**config.mk**
```make
export PLATFORM = sky130hd
export DESIGN_NAME = ab_seq_gen
export DESIGN_NICKNAME = d
export VERILOG_FILES = /design/src/rtl/ab_seq_pkg.sv /design/src/rtl/ab_cycle_cnt.sv /design/src/rtl/ab_seq_gen.sv
export SDC_FILE = /design/constraint.sdc
export NUM_CORES = 1
export LEC_CHECK = 0
export ABC_AREA = 1
export BUFFER_PORTS_ARGS = -buffer_cell sky130_fd_sc_hd__buf_2
export CORE_AREA = 2 2 71 73
export CTS_CLUSTER_DIAMETER = 200
export DETAILED_ROUTE_END_ITERATION = 8
export DIE_AREA = 0 0 73 75
export HOLD_SLACK_MARGIN = 0.1
export PLACE_DENSITY = 0.61
export REMOVE_ABC_BUFFERS = 1
export SLEW_MARGIN = 25
export SYNTH_ARGS = -nofsm -noshare
export SYNTH_HDL_FRONTEND = slang
export SYNTH_SLANG_ARGS = --single-unit
```
**constraint.sdc**
```tcl
create_clock -name clk -period 2.9 [get_ports clk]
set_input_delay 0.58 -clock clk [delete_from_list [all_inputs] [get_ports clk]]
set_output_delay 0.58 -clock clk [all_outputs]
set_load 0.005 [all_outputs]
```
**src/rtl/ab_seq_pkg.sv**
```systemverilog
// ab_seq_pkg
//   Shared types and constants for the A-then-B sequence generator.
//   - state_t : sequencer states
//   - GAP_MIN : smallest legal idle gap after each B hold
//   - max_int : elaboration helper for sizing the shared hold/gap counter
package ab_seq_pkg;

  typedef enum logic [2:0] {
    S_IDLE = 3'd0,
    S_ARM  = 3'd1,
    S_HOLD = 3'd2,
    S_GAP  = 3'd3,
    S_DONE = 3'd4
  } state_t;

  localparam int GAP_MIN = 2;

  function automatic int max_int(input int a, input int b);
    return (a > b) ? a : b;
  endfunction

endpackage

```
**src/rtl/ab_cycle_cnt.sv**
```systemverilog
// ab_cycle_cnt
//   Loadable down-counter that stops at zero.
//   Ports:
//     clk       in   clock, rising edge
//     reset     in   synchronous, active-high; clears the count
//     load      in   load load_val (has priority over en)
//     load_val  in   WIDTH  value to load
//     en        in   decrement by one when not already zero
//     zero      out  terminal count (count == 0)
module ab_cycle_cnt #(
  parameter int WIDTH = 4
) (
  input  logic             clk,
  input  logic             reset,
  input  logic             load,
  input  logic [WIDTH-1:0] load_val,
  input  logic             en,
  output logic             zero
);

  logic [WIDTH-1:0] count;

  always_ff @(posedge clk) begin
    if (reset) begin
      count <= '0;
    end else if (load) begin
      count <= load_val;
    end else if (en && !zero) begin
      count <= count - WIDTH'(1);
    end
  end

  assign zero = (count == '0);

endmodule

```
**src/rtl/ab_seq_gen.sv**
```systemverilog
// ab_seq_gen
//   Stimulus source and checker for an A-then-B sequence detector.
//   Emits n_pulses sequences of "A for one cycle, B for max(b_hold,1) cycles,
//   then GAP idle cycles", compares the detector's Q against B delayed by one
//   cycle, and counts sequences that saw no mismatch.
//   Ports:
//     clk        in   clock, rising edge
//     reset      in   synchronous, active-high
//     start      in   run request, accepted only in IDLE
//     n_pulses   in   CNT_W   sequences per run (latched on accepted start)
//     b_hold     in   HOLD_W  B high cycles per sequence (0 behaves as 1)
//     q_in       in   detector Q
//     A, B       out  sequence symbols (Moore)
//     busy       out  high whenever not IDLE (Moore)
//     done       out  one-cycle end-of-run pulse (Moore)
//     err        out  sticky Q mismatch flag, cleared on accepted start
//     pulses_ok  out  CNT_W   clean sequences this run, cleared on start
//
//   state  | meaning
//   -------+----------------------------------------------------------
//   IDLE   | waiting for start
//   ARM    | A=1 for one cycle; loads the B hold length
//   HOLD   | B=1 until the hold counter reaches zero
//   GAP    | A=B=0 for GAP cycles; last cycle scores the sequence
//   DONE   | done=1 for one cycle, then back to IDLE
module ab_seq_gen
  import ab_seq_pkg::*;
#(
  parameter int CNT_W  = 8,
  parameter int HOLD_W = 4,
  parameter int GAP    = 2
) (
  input  logic              clk,
  input  logic              reset,
  input  logic              start,
  input  logic [CNT_W-1:0]  n_pulses,
  input  logic [HOLD_W-1:0] b_hold,
  input  logic              q_in,
  output logic              A,
  output logic              B,
  output logic              busy,
  output logic              done,
  output logic              err,
  output logic [CNT_W-1:0]  pulses_ok
);

  // one counter times both the B hold and the idle gap, so it must fit either
  localparam int HG_W = max_int(HOLD_W, $clog2(GAP + 1));

  if (GAP < GAP_MIN) begin : g_gap_chk
    $error("ab_seq_gen: GAP=%0d is below the minimum of %0d", GAP, GAP_MIN);
  end

  state_t            state, state_nxt;
  logic [HOLD_W-1:0] hold_lat;
  logic [HOLD_W-1:0] hold_m1;
  logic [CNT_W-1:0]  n_m1;

  logic              start_acc;
  logic              hg_load, hg_en, hg_zero;
  logic [HG_W-1:0]   hg_val;
  logic              seq_load, seq_en, seq_zero;

  logic              exp_q;
  logic              checking;
  logic              mismatch;
  logic              last_gap;
  logic              err_r;
  logic              seq_bad;

  assign hold_m1 = hold_lat - HOLD_W'(1);
  assign n_m1    = n_pulses - CNT_W'(1);

  // ---------------------------------------------------------------- FSM
  always_ff @(posedge clk) begin
    if (reset) begin
      state <= S_IDLE;
    end else begin
      state <= state_nxt;
    end
  end

  always_comb begin
    state_nxt = state;
    start_acc = 1'b0;
    hg_load   = 1'b0;
    hg_val    = '0;
    hg_en     = 1'b0;
    seq_load  = 1'b0;
    seq_en    = 1'b0;

    case (state)
      S_IDLE: begin
        if (start) begin
          start_acc = 1'b1;
          // remaining-sequence counter holds "sequences after this one"
          seq_load  = 1'b1;
          state_nxt = (n_pulses == '0) ? S_DONE : S_ARM;
        end
      end
      S_ARM: begin
        hg_load   = 1'b1;
        hg_val    = HG_W'(hold_m1);
        state_nxt = S_HOLD;
      end
      S_HOLD: begin
        if (hg_zero) begin
          hg_load   = 1'b1;
          hg_val    = HG_W'(GAP - 1);
          state_nxt = S_GAP;
        end else begin
          hg_en = 1'b1;
        end
      end
      S_GAP: begin
        if (hg_zero) begin
          if (seq_zero) begin
            state_nxt = S_DONE;
          end else begin
            seq_en    = 1'b1;
            state_nxt = S_ARM;
          end
        end else begin
          hg_en = 1'b1;
        end
      end
      S_DONE: begin
        state_nxt = S_IDLE;
      end
      default: begin
        state_nxt = S_IDLE;
      end
    endcase
  end

  assign A    = (state == S_ARM);
  assign B    = (state == S_HOLD);
  assign busy = (state != S_IDLE);
  assign done = (state == S_DONE);

  // ------------------------------------------------------------ counters
  ab_cycle_cnt #(
    .WIDTH (HG_W)
  ) u_hg_cnt (
    .clk      (clk),
    .reset    (reset),
    .load     (hg_load),
    .load_val (hg_val),
    .en       (hg_en),
    .zero     (hg_zero)
  );

  ab_cycle_cnt #(
    .WIDTH (CNT_W)
  ) u_seq_cnt (
    .clk      (clk),
    .reset    (reset),
    .load     (seq_load),
    .load_val (n_m1),
    .en       (seq_en),
    .zero     (seq_zero)
  );

  // b_hold of zero runs as a single B cycle
  always_ff @(posedge clk) begin
    if (reset) begin
      hold_lat <= '0;
    end else if (start_acc) begin
      hold_lat <= (b_hold == '0) ? HOLD_W'(1) : b_hold;
    end
  end

  // ------------------------------------------------------------- Q check
  always_ff @(posedge clk) begin
    if (reset) begin
      exp_q <= 1'b0;
    end else begin
      exp_q <= B;
    end
  end

  assign checking = (state == S_ARM) || (state == S_HOLD) || (state == S_GAP);
  assign mismatch = checking && (q_in != exp_q);
  assign last_gap = (state == S_GAP) && hg_zero;

  always_ff @(posedge clk) begin
    if (reset) begin
      err_r     <= 1'b0;
      seq_bad   <= 1'b0;
      pulses_ok <= '0;
    end else if (start_acc) begin
      err_r     <= 1'b0;
      seq_bad   <= 1'b0;
      pulses_ok <= '0;
    end else begin
      if (mismatch) begin
        err_r <= 1'b1;
      end
      if (last_gap) begin
        seq_bad <= 1'b0;
        // a mismatch on the scoring cycle itself still spoils the sequence
        if (!(seq_bad || mismatch)) begin
          pulses_ok <= pulses_ok + CNT_W'(1);
        end
      end else if (mismatch) begin
        seq_bad <= 1'b1;
      end
    end
  end

  // the flag rises in the same cycle as the offending Q sample
  assign err = err_r || mismatch;

endmodule

```
==> results of run 1 <==
[state kept, by name (all words and copies together), names as in the netlist]
register         cells
err_r                1
exp_q                1
hold_lat             4
pulses_ok            8
seq_bad              1
state                3
u_hg_cnt.count       4
u_seq_cnt.count      8
[final cells by class]
cell class,instances,area [um2],share of cell area [%]
clock buffers,5,68.82,3.272
multi-input cells,176,998.5,47.47
inverters,50,187.7,8.923
well taps,54,67.56,3.212
flip-flops and latches,30,600.6,28.55
repair buffers,28,140.1,6.663
clock inverters,3,40.04,1.904
[path summary, 6_finish.rpt]
| path | startpoint | to | slack [ns] | depth (start not counted) |
|---|---|---|---|---|
| worst min-delay path | err_r | err_r | 0.46 | 2 |
| worst max register to register | u_hg_cnt.count[0] | pulses_ok[4] | 0.86 | 10 |
| worst min register to register | err_r | err_r | 0.46 | 2 |
| worst max-delay path | u_hg_cnt.count[0] | pulses_ok[4] | 0.86 | 10 |
[kinds of logic (layout without fill, tap and decap cells)]
| logic type | Yosys count | after routing | synth area share (%) |
|---|---|---|---|
| AO/OA/AOI/OAI | 47 | 47 | 14.64 |
| XOR/XNOR | 6 | 6 | 2.859 |
| adder cells (fa/ha/maj) | 5 | 5 | 3.404 |
| AND/OR/NAND/NOR | 118 | 118 | 33.42 |
| buffers and inverters | 57 | 86 | 13.00 |
| flip-flops | 30 | 30 | 32.68 |
[power by group through the flow]
stage          registers [uW]  clock network [uW]  logic (uW)
2_1_floorplan             593                   0         826
3_3_place_gp              608                   0        1030
3_5_place_dp              610                   0        1030
4_1_cts                   601                 423        1040
5_1_grt                   614                 441        1190
6_report                  601                 409        1030
[per-stage QoR]
| stage | hold slack, ns | utilization (%) | cells |
|---|---|---|---|
| after global placement | 0.4473 | 42.79 | 338 |
| after floorplan | 0.4359 | - | 256 |
| after global routing | 0.4862 | 45.13 | 346 |
| after CTS | 0.4661 | 45.13 | 346 |
| after detailed placement | 0.4552 | 42.79 | 338 |
| final | 0.4581 | 45.13 | 346 |
[worst max-delay path, cell delays in order, from the launching register on]
cell,delay (ns)
dfxtp_1,0.32
inv_1,0.11
ha_1,0.16
nand2_1,0.06
nor2_1,0.15
nand3_1,0.14
nor2_1,0.52
and3_1,0.30
nand2_1,0.06
nand2_1,0.06
a21oi_1,0.05
[Yosys cell counts, types with 4 or more instances]
library cell   n
a21oi_1       20
dfxtp_1       30
ha_1           5
inv_1         46
inv_2          4
nand2_1       46
nand2_2       12
nand3_1       13
nand4_1       13
nor2_1        14
nor2_2         4
o21ai_0       13
xnor2_1        5
[metal layers]
layer | track usage (%) | vias up
li1 | - | 911
met1 | 19.85 | 747
met2 | 25.13 | 33
met3 | 4.150 | 6
met4 | 5.556 | 0
met5 | 0 | -
[cells in the final DEF (no fill, tap or decap), drive strengths merged, types with 13 or more instances in the layout]
master / instances
a21oi: 21
buf: 28
dfxtp: 30
inv: 50
nand2: 58
nand3: 15
nand4: 13
nor2: 21
o21ai: 15
==> report_table.html, run 1 <==
<table>
<tr><th>Metric</th><th>Value</th></tr>
<tr><th colspan="2">Power</th></tr>
<tr><td>LEAKAGE</td><td>0.001038 uW</td></tr>
<tr><td>Part of the total power dissipated in sequential elements</td><td>29.5%</td></tr>
<tr><td>Share of total power in combinational logic</td><td>50.5%</td></tr>
<tr><td>Internal power</td><td>1148 uW</td></tr>
<tr><td>Clock power frac</td><td>20.0%</td></tr>
<tr><td>Overall Power</td><td>2042 uW</td></tr>
<tr><td>Max IR drop VDD</td><td>0.5256 mV</td></tr>
<tr><td>Sw Share</td><td>43.78%</td></tr>
<tr><td>Switching power total</td><td>893.7 uW</td></tr>
<tr><td>P per Cell Area</td><td>970.7 nW/um2</td></tr>
<tr><th colspan="2">Floorplan</th></tr>
<tr><td>Core region area</td><td>4661 um2</td></tr>
<tr><td>Initial core utilization</td><td>39.44%</td></tr>
<tr><td>Num ports</td><td>29</td></tr>
<tr><td>Number of rows in the core area</td><td>25</td></tr>
<tr><td>Floorplan die height</td><td>75 um</td></tr>
<tr><td>Die Footprint</td><td>5475 um2</td></tr>
<tr><td>Die width</td><td>73 um</td></tr>
<tr><th colspan="2">Finish</th></tr>
<tr><td>Fraction of final layout cells with drive strength greater than 1</td><td>22.26%</td></tr>
<tr><td>Final std cell area, no fill</td><td>2103 um2</td></tr>
<tr><td>Count of antenna diodes in the layout</td><td>0</td></tr>
<tr><td>Count of nets after finishing</td><td>312</td></tr>
<tr><td>Signed area change from the synthesized netlist to the final layout</td><td>14.43%</td></tr>
<tr><td>Filler cell count in the final layout</td><td>477</td></tr>
<tr><th colspan="2">STA</th></tr>
<tr><td>Relative max-transition margin</td><td>59.48%</td></tr>
<tr><td>Transition time at the pin with the least slew margin</td><td>0.6056 ns</td></tr>
<tr><td>Setup-failing EPs final</td><td>0</td></tr>
<tr><td>Final total negative setup slack</td><td>0 ns</td></tr>
<tr><td>Final worst-path cycle share</td><td>70.24%</td></tr>
<tr><td>Worst-case setup margin in the final layout</td><td>0.8632 ns</td></tr>
<tr><td>Minimum clock period after layout</td><td>2.037 ns</td></tr>
<tr><td>Unrepaired setup endpoints after global routing</td><td>false</td></tr>
<tr><td>Peak Freq</td><td>491.0 MHz</td></tr>
<tr><td>Final setup skew</td><td>0.007985 ns</td></tr>
<tr><td>Final count of hold timing violations</td><td>0</td></tr>
<tr><td>Total count of max-transition violations in the final report</td><td>0</td></tr>
<tr><th colspan="2">Clocking</th></tr>
<tr><td>Buffer depth of the longest clock path</td><td>2</td></tr>
<tr><td>Clock latency reported for the late side of the worst-skew pair</td><td>0.28 ns</td></tr>
<tr><td>Clock buffers created by TritonCTS</td><td>5</td></tr>
<tr><td>Post-cts sizing count</td><td>0</td></tr>
<tr><td>Cts hold-fix bufs</td><td>0</td></tr>
<tr><td>Setup Fix Bufs, Post-CTS</td><td>0</td></tr>
<tr><td>CTS Root Buffer Type</td><td>clkbuf_8</td></tr>
<tr><td>TritonCTS clock tree</td><td>done</td></tr>
<tr><td>Clock-pin transition on the worst setup and hold timing paths</td><td>0.07 ns</td></tr>
<tr><td>Total number of clock tree sinks</td><td>30</td></tr>
<tr><td>CTS HTree Levels</td><td>2</td></tr>
<tr><th colspan="2">Flow run</th></tr>
<tr><td>Reported max-cap violation count</td><td>0</td></tr>
<tr><th colspan="2">Logic synthesis</th></tr>
<tr><td>Total of flip-flops plus latches after synthesis</td><td>30</td></tr>
<tr><td>Area fraction of the dominant cell type after synthesis</td><td>32.68%</td></tr>
<tr><td>Cells taking the most area after synthesis</td><td>dfxtp_1 (33%), inv_1 (9.4%), nand2_1 (9.4%)</td></tr>
<tr><td>Number of instances in the synthesized netlist</td><td>263</td></tr>
<tr><td>Cell area after synthesis</td><td>1838 um2</td></tr>
<tr><td>Primary flip-flop cell chosen by synthesis mapping</td><td>dfxtp_1</td></tr>
<tr><td>Netlist cell types</td><td>41</td></tr>
<tr><td>Number of warnings reported in the yosys synthesis log</td><td>0</td></tr>
<tr><td>Post-synthesis area per instance</td><td>6.989 um2</td></tr>
<tr><td>FFs w/ async S/R, synth</td><td>0%</td></tr>
<tr><td>Number of enable-type register cells in the synthesized netlist</td><td>0</td></tr>
<tr><td>Sequential-to-total area share from yosys stat</td><td>32.68%</td></tr>
<tr><td>Post-synthesis cell type with the largest combined area</td><td>dfxtp_1</td></tr>
<tr><th colspan="2">Placement</th></tr>
<tr><td>Last weighted congestion value of the routability-driven placer</td><td>0.8303</td></tr>
<tr><td>Post-DP HPWL</td><td>2959 um</td></tr>
<tr><td>Minimum setup slack after placement</td><td>0.8042 ns</td></tr>
<tr><td>Port buffer count</td><td>28</td></tr>
<tr><td>Post-DP Area</td><td>1994 um2</td></tr>
<tr><th colspan="2">Global route</th></tr>
<tr><td>Global-route wire length before repair</td><td>6589 um</td></tr>
<tr><td>Initial antenna violation count</td><td>0</td></tr>
<tr><td>Number of global-route vias before repair</td><td>1,503</td></tr>
<tr><td>Global-route usage over all layers</td><td>15.48%</td></tr>
<tr><td>Maximum number of pins on one net before global-route repair</td><td>22</td></tr>
<tr><td>Total gr overflow</td><td>0</td></tr>
<tr><th colspan="2">Worst setup path</th></tr>
<tr><td>CP Capture Type</td><td>register</td></tr>
<tr><td>Critical path launch point type</td><td>register</td></tr>
<tr><td>Max FO, Critical Path</td><td>11</td></tr>
<tr><td>Worst Path Arrival</td><td>2.21 ns</td></tr>
<tr><td>Path type of the worst setup path</td><td>reg2reg</td></tr>
<tr><td>WP data required</td><td>3.07 ns</td></tr>
<tr><th colspan="2">Routing</th></tr>
<tr><td>Vias</td><td>1,697</td></tr>
<tr><td>Initial detailed-routing violation count</td><td>89</td></tr>
<tr><td>Count of nets left with antenna violations after detail routing</td><td>0</td></tr>
<tr><td>DR top layer</td><td>met4</td></tr>
<tr><td>Detailed route wirelength on metal3</td><td>208 um</td></tr>
<tr><td>Routed WL per cell</td><td>11.07 um</td></tr>
<tr><td>Via density</td><td>4.905</td></tr>
<tr><td>Metal2 WL</td><td>1721 um</td></tr>
<tr><td>Post-route met1 wirelength</td><td>1849 um</td></tr>
<tr><td>DRC errors left</td><td>0</td></tr>
<tr><td>Overall routed net length</td><td>3829 um</td></tr>
<tr><td>Pre-antenna DRT Iters</td><td>4</td></tr>
<tr><th colspan="2">Worst hold path</th></tr>
<tr><td>Hold/Removal Path Class</td><td>reg2reg</td></tr>
<tr><th colspan="2">Outcome</th></tr>
<tr><td>Outcome</td><td>complete, no violations</td></tr>
</table>
(Power assumes the default switching activity.)
==> inputs of run 2 (changes only) <==
Settings changed: ABC_AREA 1 to 0, CORE_AREA 2 2 71 73 to 2 2 70 72, DIE_AREA 0 0 73 75 to 0 0 72 74, PLACE_DENSITY 0.61 to 0.6.
Clock period 2.9 ns to 2 ns, I/O delays scaled along.
==> report_table.html, run 2 <==
<table>
<tr><th>Metric</th><th>Value</th></tr>
<tr><th colspan="2">STA</th></tr>
<tr><td>Final count of hold timing violations</td><td>0</td></tr>
<tr><td>Relative max-transition margin</td><td>69.26%</td></tr>
<tr><td>Peak Freq</td><td>489.1 MHz</td></tr>
<tr><td>Final worst-path cycle share</td><td>102.2%</td></tr>
<tr><td>Total count of max-transition violations in the final report</td><td>0</td></tr>
<tr><td>Minimum clock period after layout</td><td>2.045 ns</td></tr>
<tr><td>Unrepaired setup endpoints after global routing</td><td>true</td></tr>
<tr><td>Transition time at the pin with the least slew margin</td><td>0.4611 ns</td></tr>
<tr><td>Hold Slack</td><td>0.3602 ns</td></tr>
<tr><td>Final total negative setup slack</td><td>-0.04465 ns</td></tr>
<tr><td>Setup-failing EPs final</td><td>1</td></tr>
<tr><td>Final setup skew</td><td>0.007396 ns</td></tr>
<tr><td>Worst-case setup margin in the final layout</td><td>-0.04465 ns</td></tr>
<tr><th colspan="2">Placement</th></tr>
<tr><td>Last weighted congestion value of the routability-driven placer</td><td>0.8451</td></tr>
<tr><td>Port buffer count</td><td>28</td></tr>
<tr><td>Post-DP HPWL</td><td>3047 um</td></tr>
<tr><td>Minimum setup slack after placement</td><td>-0.3031 ns</td></tr>
<tr><th colspan="2">Routing</th></tr>
<tr><td>DRC errors left</td><td>0</td></tr>
<tr><td>Initial detailed-routing violation count</td><td>103</td></tr>
<tr><td>Detailed route wirelength on metal3</td><td>159 um</td></tr>
<tr><td>Pre-antenna DRT Iters</td><td>4</td></tr>
<tr><td>Metal2 WL</td><td>1910 um</td></tr>
<tr><td>Post-route met1 wirelength</td><td>2123 um</td></tr>
<tr><td>Overall routed net length</td><td>4261 um</td></tr>
<tr><td>Vias</td><td>1,724</td></tr>
<tr><td>Via density</td><td>5.421</td></tr>
<tr><td>Count of nets left with antenna violations after detail routing</td><td>0</td></tr>
<tr><td>DR top layer</td><td>met4</td></tr>
<tr><td>Routed WL per cell</td><td>13.40 um</td></tr>
<tr><th colspan="2">Clocking</th></tr>
<tr><td>Clock latency reported for the late side of the worst-skew pair</td><td>0.29 ns</td></tr>
<tr><td>Clock buffers created by TritonCTS</td><td>5</td></tr>
<tr><td>TritonCTS clock tree</td><td>done</td></tr>
<tr><td>CTS HTree Levels</td><td>2</td></tr>
<tr><td>Cts hold-fix bufs</td><td>0</td></tr>
<tr><td>Buffer depth of the longest clock path</td><td>2</td></tr>
<tr><td>CTS Root Buffer Type</td><td>clkbuf_8</td></tr>
<tr><td>Total number of clock tree sinks</td><td>30</td></tr>
<tr><td>Clock-pin transition on the worst setup and hold timing paths</td><td>0.07 ns</td></tr>
<tr><th colspan="2">Power</th></tr>
<tr><td>Internal power</td><td>1965 uW</td></tr>
<tr><td>Share of total power in combinational logic</td><td>57.1%</td></tr>
<tr><td>Switching power total</td><td>1321 uW</td></tr>
<tr><td>LEAKAGE</td><td>0.0009102 uW</td></tr>
<tr><td>Part of the total power dissipated in sequential elements</td><td>26.9%</td></tr>
<tr><td>Clock power frac</td><td>16.0%</td></tr>
<tr><td>Max IR drop VDD</td><td>0.6433 mV</td></tr>
<tr><td>P per Cell Area</td><td>1447 nW/um2</td></tr>
<tr><td>Sw Share</td><td>40.20%</td></tr>
<tr><td>Overall Power</td><td>3285 uW</td></tr>
<tr><th colspan="2">Floorplan</th></tr>
<tr><td>Die width</td><td>72 um</td></tr>
<tr><td>Floorplan die height</td><td>74 um</td></tr>
<tr><td>Num ports</td><td>29</td></tr>
<tr><td>Die Footprint</td><td>5328 um2</td></tr>
<tr><td>Initial core utilization</td><td>38.07%</td></tr>
<tr><td>Core region area</td><td>4598 um2</td></tr>
<tr><td>Number of rows in the core area</td><td>25</td></tr>
<tr><th colspan="2">Logic synthesis</th></tr>
<tr><td>Ranking of synthesized cells by instance count</td><td>dfxtp_1 (30), nand2_1 (22), nor2_1 (14), nor3_1 (14), xor2_1 (11)</td></tr>
<tr><td>Post-synthesis cell type with the largest combined area</td><td>dfxtp_1</td></tr>
<tr><td>Netlist cell types</td><td>51</td></tr>
<tr><td>Total of flip-flops plus latches after synthesis</td><td>30</td></tr>
<tr><td>FFs w/ async S/R, synth</td><td>0%</td></tr>
<tr><td>Area fraction of the dominant cell type after synthesis</td><td>34.31%</td></tr>
<tr><td>Most repeated cell in the gate-level netlist after synthesis</td><td>dfxtp_1</td></tr>
<tr><td>Sequential-to-total area share from yosys stat</td><td>34.31%</td></tr>
<tr><td>Number of enable-type register cells in the synthesized netlist</td><td>0</td></tr>
<tr><td>Cell area after synthesis</td><td>1750 um2</td></tr>
<tr><td>Cells taking the most area after synthesis</td><td>dfxtp_1 (34%), xor2_1 (5.5%), nand2_1 (4.7%)</td></tr>
<tr><td>Primary flip-flop cell chosen by synthesis mapping</td><td>dfxtp_1</td></tr>
<tr><td>Post-synthesis area per instance</td><td>8.257 um2</td></tr>
<tr><td>Number of instances in the synthesized netlist</td><td>212</td></tr>
<tr><td>Number of warnings reported in the yosys synthesis log</td><td>0</td></tr>
<tr><th colspan="2">Global route</th></tr>
<tr><td>Total gr overflow</td><td>0</td></tr>
<tr><td>Maximum number of pins on one net before global-route repair</td><td>23</td></tr>
<tr><td>Global-route usage over all layers</td><td>17.73%</td></tr>
<tr><td>Global-route wire length before repair</td><td>7438 um</td></tr>
<tr><td>Number of global-route vias before repair</td><td>1,608</td></tr>
<tr><td>Initial antenna violation count</td><td>0</td></tr>
<tr><th colspan="2">Finish</th></tr>
<tr><td>Fraction of final layout cells with drive strength greater than 1</td><td>32.58%</td></tr>
<tr><td>Commonest non-fill, non-tap cells in the layout</td><td>dfxtp_1 (28), buf_2 (28), buf_4 (24)</td></tr>
<tr><td>Signed area change from the synthesized netlist to the final layout</td><td>29.74%</td></tr>
<tr><td>Share of the core filled with cells in the final layout</td><td>49.39%</td></tr>
<tr><td>Biggest regs</td><td>pulses_ok (8), u_seq_cnt.count (8)</td></tr>
<tr><td>Count of nets after finishing</td><td>284</td></tr>
<tr><td>Count of antenna diodes in the layout</td><td>0</td></tr>
<tr><th colspan="2">Worst setup path</th></tr>
<tr><td>Path type of the worst setup path</td><td>reg2reg</td></tr>
<tr><td>Critical path's largest stage delay</td><td>0.33 ns</td></tr>
<tr><td>Max FO, Critical Path</td><td>4</td></tr>
<tr><td>Worst-path cell with the longest stage delay</td><td>dfxtp_2</td></tr>
<tr><td>Critical path launch point type</td><td>register</td></tr>
<tr><td>Start of the worst register-to-register path</td><td>state[2]</td></tr>
<tr><td>Critical Path Source</td><td>state[2]</td></tr>
<tr><td>WP data required</td><td>2.18 ns</td></tr>
<tr><td>Crit path cell chain</td><td>nor3_4 -&gt; and2_4 -&gt; mux2i_1 -&gt; ha_2 -&gt; nor3b_4 -&gt; nand2_1 -&gt; a211o_1 -&gt; a32o_1</td></tr>
<tr><td>Count of buffering cells on the critical path with inverters included</td><td>0</td></tr>
<tr><td>Crit-path leading delay family</td><td>simple AND/OR/NAND/NOR gates</td></tr>
<tr><td>CP Capture Type</td><td>register</td></tr>
<tr><td>Worst Path Arrival</td><td>2.22 ns</td></tr>
<tr><th colspan="2">Flow run</th></tr>
<tr><td>Reported max-cap violation count</td><td>0</td></tr>
<tr><th colspan="2">Worst hold path</th></tr>
<tr><td>Hold/Removal Path Class</td><td>in2reg</td></tr>
<tr><td>Source of the worst hold timing path</td><td>b_hold[3]</td></tr>
<tr><th colspan="2">Outcome</th></tr>
<tr><td>Outcome</td><td>finished, violations left</td></tr>
<tr><td>Violated checks</td><td>negative setup slack</td></tr>
</table>
## run 2: layout make-up
cell class              instances  area (um2)
clock buffers                   6       82.58
well taps                      54       67.56
multi-input cells             165        1136
fillers                       444        2327
clock inverters                 2       12.51
inverters                       7       26.28
repair buffers                 54       342.8
flip-flops and latches         30       603.1
## run 2: final timing paths
| check | endpoint | slack (ns) | cells past startpoint |
|---|---|---|---|
| max | u_seq_cnt.count[4] | -0.04 | 8 |
| min | hold_lat[3] | 0.36 | 3 |
| min reg2reg | hold_lat[1] | 0.48 | 2 |
| max reg2reg | u_seq_cnt.count[4] | -0.04 | 8 |
## run 2: stage by stage
step / instances / cell area (um2)
detailed placement: 307 / 2085
finish: 318 / 2271
CTS: 316 / 2236
global route: 318 / 2271
floorplan: 202 / 1704
global placement: 307 / 2085
## run 2: tightest hold or removal path, cell delays in order
cell and delay (ns):
buf_2 0.10, nand2_1 0.05, a21oi_1 0.05
## run 2: kinds of logic after synthesis
kind of cell             share of synthesized area (%)
flip-flops                                       34.31
AND/OR/NAND/NOR                                  30.24
multiplexers                                     1.144
XOR/XNOR                                         7.505
buffers and inverters                            4.146
adder cells (fa/ha/maj)                          3.574
AO/OA/AOI/OAI                                    19.09
## run 2: timing repair
item,CTS,global route
pin swaps,3,5
gates cloned,0,0
endpoints found under the hold margin,0,0
resized for setup,11,6
setup buffers,1,2
setup endpoints to repair,3,11
## run 2: metal layers
layer	global-route usage [%]	up-vias
met4	6.918	0
met1	24.90	798
li1	-	878
met5	0	-
met3	3.659	5
met2	26.85	43
## run 2: power groups by stage
stage	sequential (uW)	clock (uW)	combinational, uW
final	883	527	1880
after global routing	904	559	2100
after CTS	876	541	1800
after detailed placement	868	0	1700
after global placement	866	0	1700
after floorplan	906	0	998
